`config.mk`:
```
export PLATFORM = sky130hd
export DESIGN_NAME = rom_read_arbiter
export DESIGN_NICKNAME = d
export VERILOG_FILES = /design/src/rtl/rom_read_arbiter_pkg.sv /design/src/rtl/rom_read_arbiter_rr_picker.sv /design/src/rtl/rom_read_arbiter.sv
export SDC_FILE = /design/constraint.sdc
export NUM_CORES = 1
export LEC_CHECK = 0
export ABC_AREA = 1
export CORE_UTILIZATION = 39
export CTS_CLUSTER_SIZE = 20
export DETAILED_ROUTE_END_ITERATION = 6
export PLACE_DENSITY_LB_ADDON = 0.15
export SLEW_MARGIN = 20
export SYNTH_ARGS = -nofsm -noshare
export SYNTH_HDL_FRONTEND = slang
export SYNTH_HIERARCHICAL = 1
export SYNTH_SLANG_ARGS = --single-unit
export TNS_END_PERCENT = 20
```
`constraint.sdc`:
```
create_clock -name clk -period 1.3 [get_ports clk]
set_input_delay 0.13 -clock clk [delete_from_list [all_inputs] [get_ports clk]]
set_output_delay 0.13 -clock clk [all_outputs]
set_load 0.1 [all_outputs]
```
`src/rtl/rom_read_arbiter_pkg.sv`:
```
// rom_read_arbiter_pkg: shared state encoding and ROM geometry for the ROM read arbiter
package rom_read_arbiter_pkg;
  typedef logic [1:0] state_t;
  localparam state_t IDLE = 2'd0;
  localparam state_t READ = 2'd1;
  localparam state_t RESP = 2'd2;
  localparam int ROM_ADDR_W = 4;
  localparam int ROM_DATA_W = 8;
endpackage

```
`src/rtl/rom_read_arbiter_rr_picker.sv`:
```
// rr_picker: combinational round-robin select, first request after last grant wins
module rr_picker #(
  parameter int N  = 2,
  parameter int IW = (N > 1) ? $clog2(N) : 1
) (
  input  logic [N-1:0]  req,
  input  logic [IW-1:0] last,
  output logic [N-1:0]  gnt,
  output logic [IW-1:0] idx
);
  logic [IW-1:0] c;
  // scan farthest offset first so the nearest requester after last overrides
  always_comb begin
    gnt = '0;
    idx = '0;
    c = '0;
    for (int k = N; k >= 1; k--) begin
      c = IW'((int'(last) + k) % N);
      if (req[c]) begin
        gnt = '0;
        gnt[c] = 1'b1;
        idx = c;
      end
    end
  end
endmodule

```
`src/rtl/rom_read_arbiter.sv`:
```
// rom_read_arbiter: round-robin shared access to a combinational lookup ROM, one access in flight
module rom_read_arbiter
  import rom_read_arbiter_pkg::*;
#(
  parameter int NUM_REQ = 2,
  parameter int ADDR_W  = ROM_ADDR_W,
  parameter int DATA_W  = ROM_DATA_W,
  parameter int IW      = $clog2(NUM_REQ)
) (
  input  logic                      clk,
  input  logic                      rst_n,
  input  logic [NUM_REQ-1:0]        req_valid,
  input  logic [NUM_REQ*ADDR_W-1:0] req_addr,
  output logic [NUM_REQ-1:0]        req_ready,
  output logic [NUM_REQ-1:0]        rsp_valid,
  output logic [DATA_W-1:0]         rsp_data,
  input  logic [NUM_REQ-1:0]        rsp_ready,
  output logic [ADDR_W-1:0]         rom_address,
  input  logic [DATA_W-1:0]         rom_data
);
  state_t state;
  logic [IW-1:0] grant, last_grant, pick_idx;
  logic [NUM_REQ-1:0] pick_gnt;
  logic [ADDR_W-1:0] addr_a [NUM_REQ];
  for (genvar i = 0; i < NUM_REQ; i++) begin : g_addr
    assign addr_a[i] = req_addr[i*ADDR_W +: ADDR_W];
  end
  rr_picker #(.N(NUM_REQ), .IW(IW)) u_pick (
    .req  (req_valid),
    .last (last_grant),
    .gnt  (pick_gnt),
    .idx  (pick_idx)
  );
  assign req_ready = (state == IDLE) ? pick_gnt : '0;
  assign rsp_valid = (state == RESP) ? NUM_REQ'(1) << grant : '0;
  always_ff @(posedge clk or negedge rst_n) begin
    if (!rst_n) begin
      state       <= IDLE;
      grant       <= '0;
      last_grant  <= IW'(NUM_REQ - 1);
      rom_address <= '0;
      rsp_data    <= '0;
    end else begin
      case (state)
        IDLE: if (|req_valid) begin
          grant       <= pick_idx;
          rom_address <= addr_a[pick_idx];
          state       <= READ;
        end
        READ: begin
          rsp_data <= rom_data;
          state    <= RESP;
        end
        RESP: if (rsp_ready[grant]) begin
          last_grant <= grant;
          state      <= IDLE;
        end
        default: state <= IDLE;
      endcase
    end
  end
endmodule

```
==> results.md <==
* FF-to-FF setup slack at ~0.09 ns
* Delay-heaviest family, CP: flip-flops
* Storage cell area at 403 um2
* Outcome: finished with violations
* Worst EP arrival at 1.30 ns
* DR vias/cell at 4.78
* Final setup margin at -0.134 ns
* Mapped Cells at 100
* Post-synth top cells: 45 x nand2_1, 15 x dfrtp_1, 9 x inv_1
* CTS Buf Count at 3
* CTS max path bufs at 2
* Max-slew violations at 0
* First-pass GRT wire length at 3250 um
* Cell Chain, Critical Path: nand2_1, nand2_1, inv_2, nor2_4, buf_12
* ANT nets after route at 0
* Startpoint Class: flip-flop
* Max_cap viols at 0
* Initial antenna violation count at 0
* Initial core utilization at 42.9%
* Synth area leaders: dfrtp_1 49%, nand2_1 22%, nand3_1 5.2%
* #FFs+latches synth at 16
* Critical path required time at 1.17 ns
* Number of synthesized flops with an enable pin at 0
* CTS clk-pin slew, worst paths at approximately 0.1 ns
* Clock Latency Late Sink at ~0.30 ns
* Routed WL at 2000 um
* Clock Skews at about 0.0044 ns
* Synthesis-to-layout area growth at 85.6%
* Worst Hold Class: input port to asynchronous set/reset pin
* Sequential area share after synthesis at 52.5%
* Syn Std Cell Area at between 700 and 800 um2
* Most frequent CP cell: nand2_1
* Area leader, netlist: dfrtp_1
* Setup TNS at -0.323 ns
* I/O pins at 38
* Avg Inst Size Synth at between 7 and 8 um2
* Delay of the slowest critical-path stage at 0.56 ns
* GRT busiest layer: met2
* Ant. Diodes at 0
* RePlAce Congestion at between 0.7 and 0.8
* Fin area at between 1000 and 1500 um2
* H-tree Lvls at 1
* Wire per inst at around 12 um
* Layout cells sized above 1 at between 20% and 30%
* CTS sink count at 16
* Clock root buffer: clkbuf_4
* Synth warn at 6
* TritonCTS clock tree: yes
* Met1 Resource Use GR at 25.1%
* Placement Rows at 15
* CP max stage cell: dfstp_2
* Placed Instance Area at 1370 um2
* DRC viols at 0
* Failing checks: setup timing
* Maximum fanout along the worst path at 3
* Final cell utilization of the core at 79.7%
* Die Height at ~46 um
* Async set-reset flop share out of synthesis at 100%
* CP endpoint kind: primary output
* Synth cell types at 16
* Slew margin rel. at 85.2%
* Count leader, synth: nand2_1
* First-pass detailed-route iteration total at 4
* Die Wd at 46.3 um
* 1st-iter DRT viols at 25
* Worst-margin pin slew at 0.222 ns
* Final Hold Viols at 0
* Port Buffers at 37
* Max Freq at 697 MHz
* Critical path class: flip-flop to primary output
* R2r worst-path depth at 5
* Post-layout nets at 168
* Final setup fails at 4
* Reg-to-Reg End: rom_address[3]
* Grt ovf at 0
* Number of global-route vias before repair at ~760
* Post-synth net total at roughly 120
* Core area at 1780 um2
* R2R Path Start: last_grant
* Post-DP HPWL at between 1500 and 2000 um
* DIE AREA at 2140 um2
* GRT Resource Usage Total at 22.6%
* Routing usage on met2 at 37.5%
* Dpl ws at -0.0652 ns
* Filler instances at 107
* Primary FF master, synth: dfrtp_1
* Largest net degree at the start of global routing at 17
* Crit share post-route at 110%
* Worst Path Buf+Inv at 2
* Via count of the routed design at 812
* M3 GR Usage at 5.88%
* Top-area cell type share of the netlist area at 49.0%
* Multi-input gate area at 323 um2
* RSZ-0062 raised after global routing: yes
* Post-route minimum period at about 1.4 ns
cells by family after synthesis:
group / count (synthesis) / share of synthesized area [%]
AO/OA/AOI/OAI: 7 / 4.57
buffers and inverters: 15 / 8.99
flip-flops: 16 / 52.5
AND/OR/NAND/NOR: 62 / 34.0
metal layers:
metal,vias up,routed length [um]
li1,395,-
met1,375,781
met2,35,1060
met3,7,106
met4,0,54
met5,-,0
state kept, by name, indices dropped and copies added (netlist names):
name / cells
rsp_data: 8
rom_address: 4
grant: 1
state: 2
last_grant: 1
repair_timing:
item	in CTS	in global routing
cloned	0	0
resized for setup	3	1
endpoints found under the setup margin	4	4
setup buffers	1	0
hold buffers	0	0
pin swaps	2	0
worst max path at each step:
stage	start	endpoint	cells after the start	slack [ns]
final	last_grant	req_ready[0]	5	-0.13
after global routing	last_grant	req_ready[0]	5	-0.19
after CTS	last_grant	req_ready[0]	5	-0.14
after detailed placement	req_valid[1]	rom_address[2]	7	-0.07
after global placement	req_valid[1]	req_ready[1]	6	-0.02
after floorplan	last_grant	req_ready[1]	4	-0.27
final cells by class:
type,instances,area share (%)
repair buffers,44,41.0
well taps,25,2.20
inverters,12,3.17
multi-input cells,69,22.7
flip-flops and latches,16,28.3
clock buffers,4,2.55
placed cells by master (no fill, tap or decap), drive strengths merged:
master	count
nor2	7
nand2	47
buf	23
dfstp	1
dfrtp	15
inv	12
o21ai	6
a21oi	1
clkdlybuf4s50	21
clkbuf	4
nand3	8
through the flow:
| step | hold WS (ns) | std cells |
|---|---|---|
| 2_1_floorplan | -0.166 | 100 |
| 3_3_place_gp | 0.463 | 165 |
| 3_5_place_dp | 0.473 | 165 |
| 6_report | 0.142 | 170 |
| 5_1_grt | 0.158 | 170 |
| 4_1_cts | 0.156 | 170 |
Power is left out: the tool's default activity adds up to more than one toggle a clock period on the data nets, which glitch-free logic cannot reach.
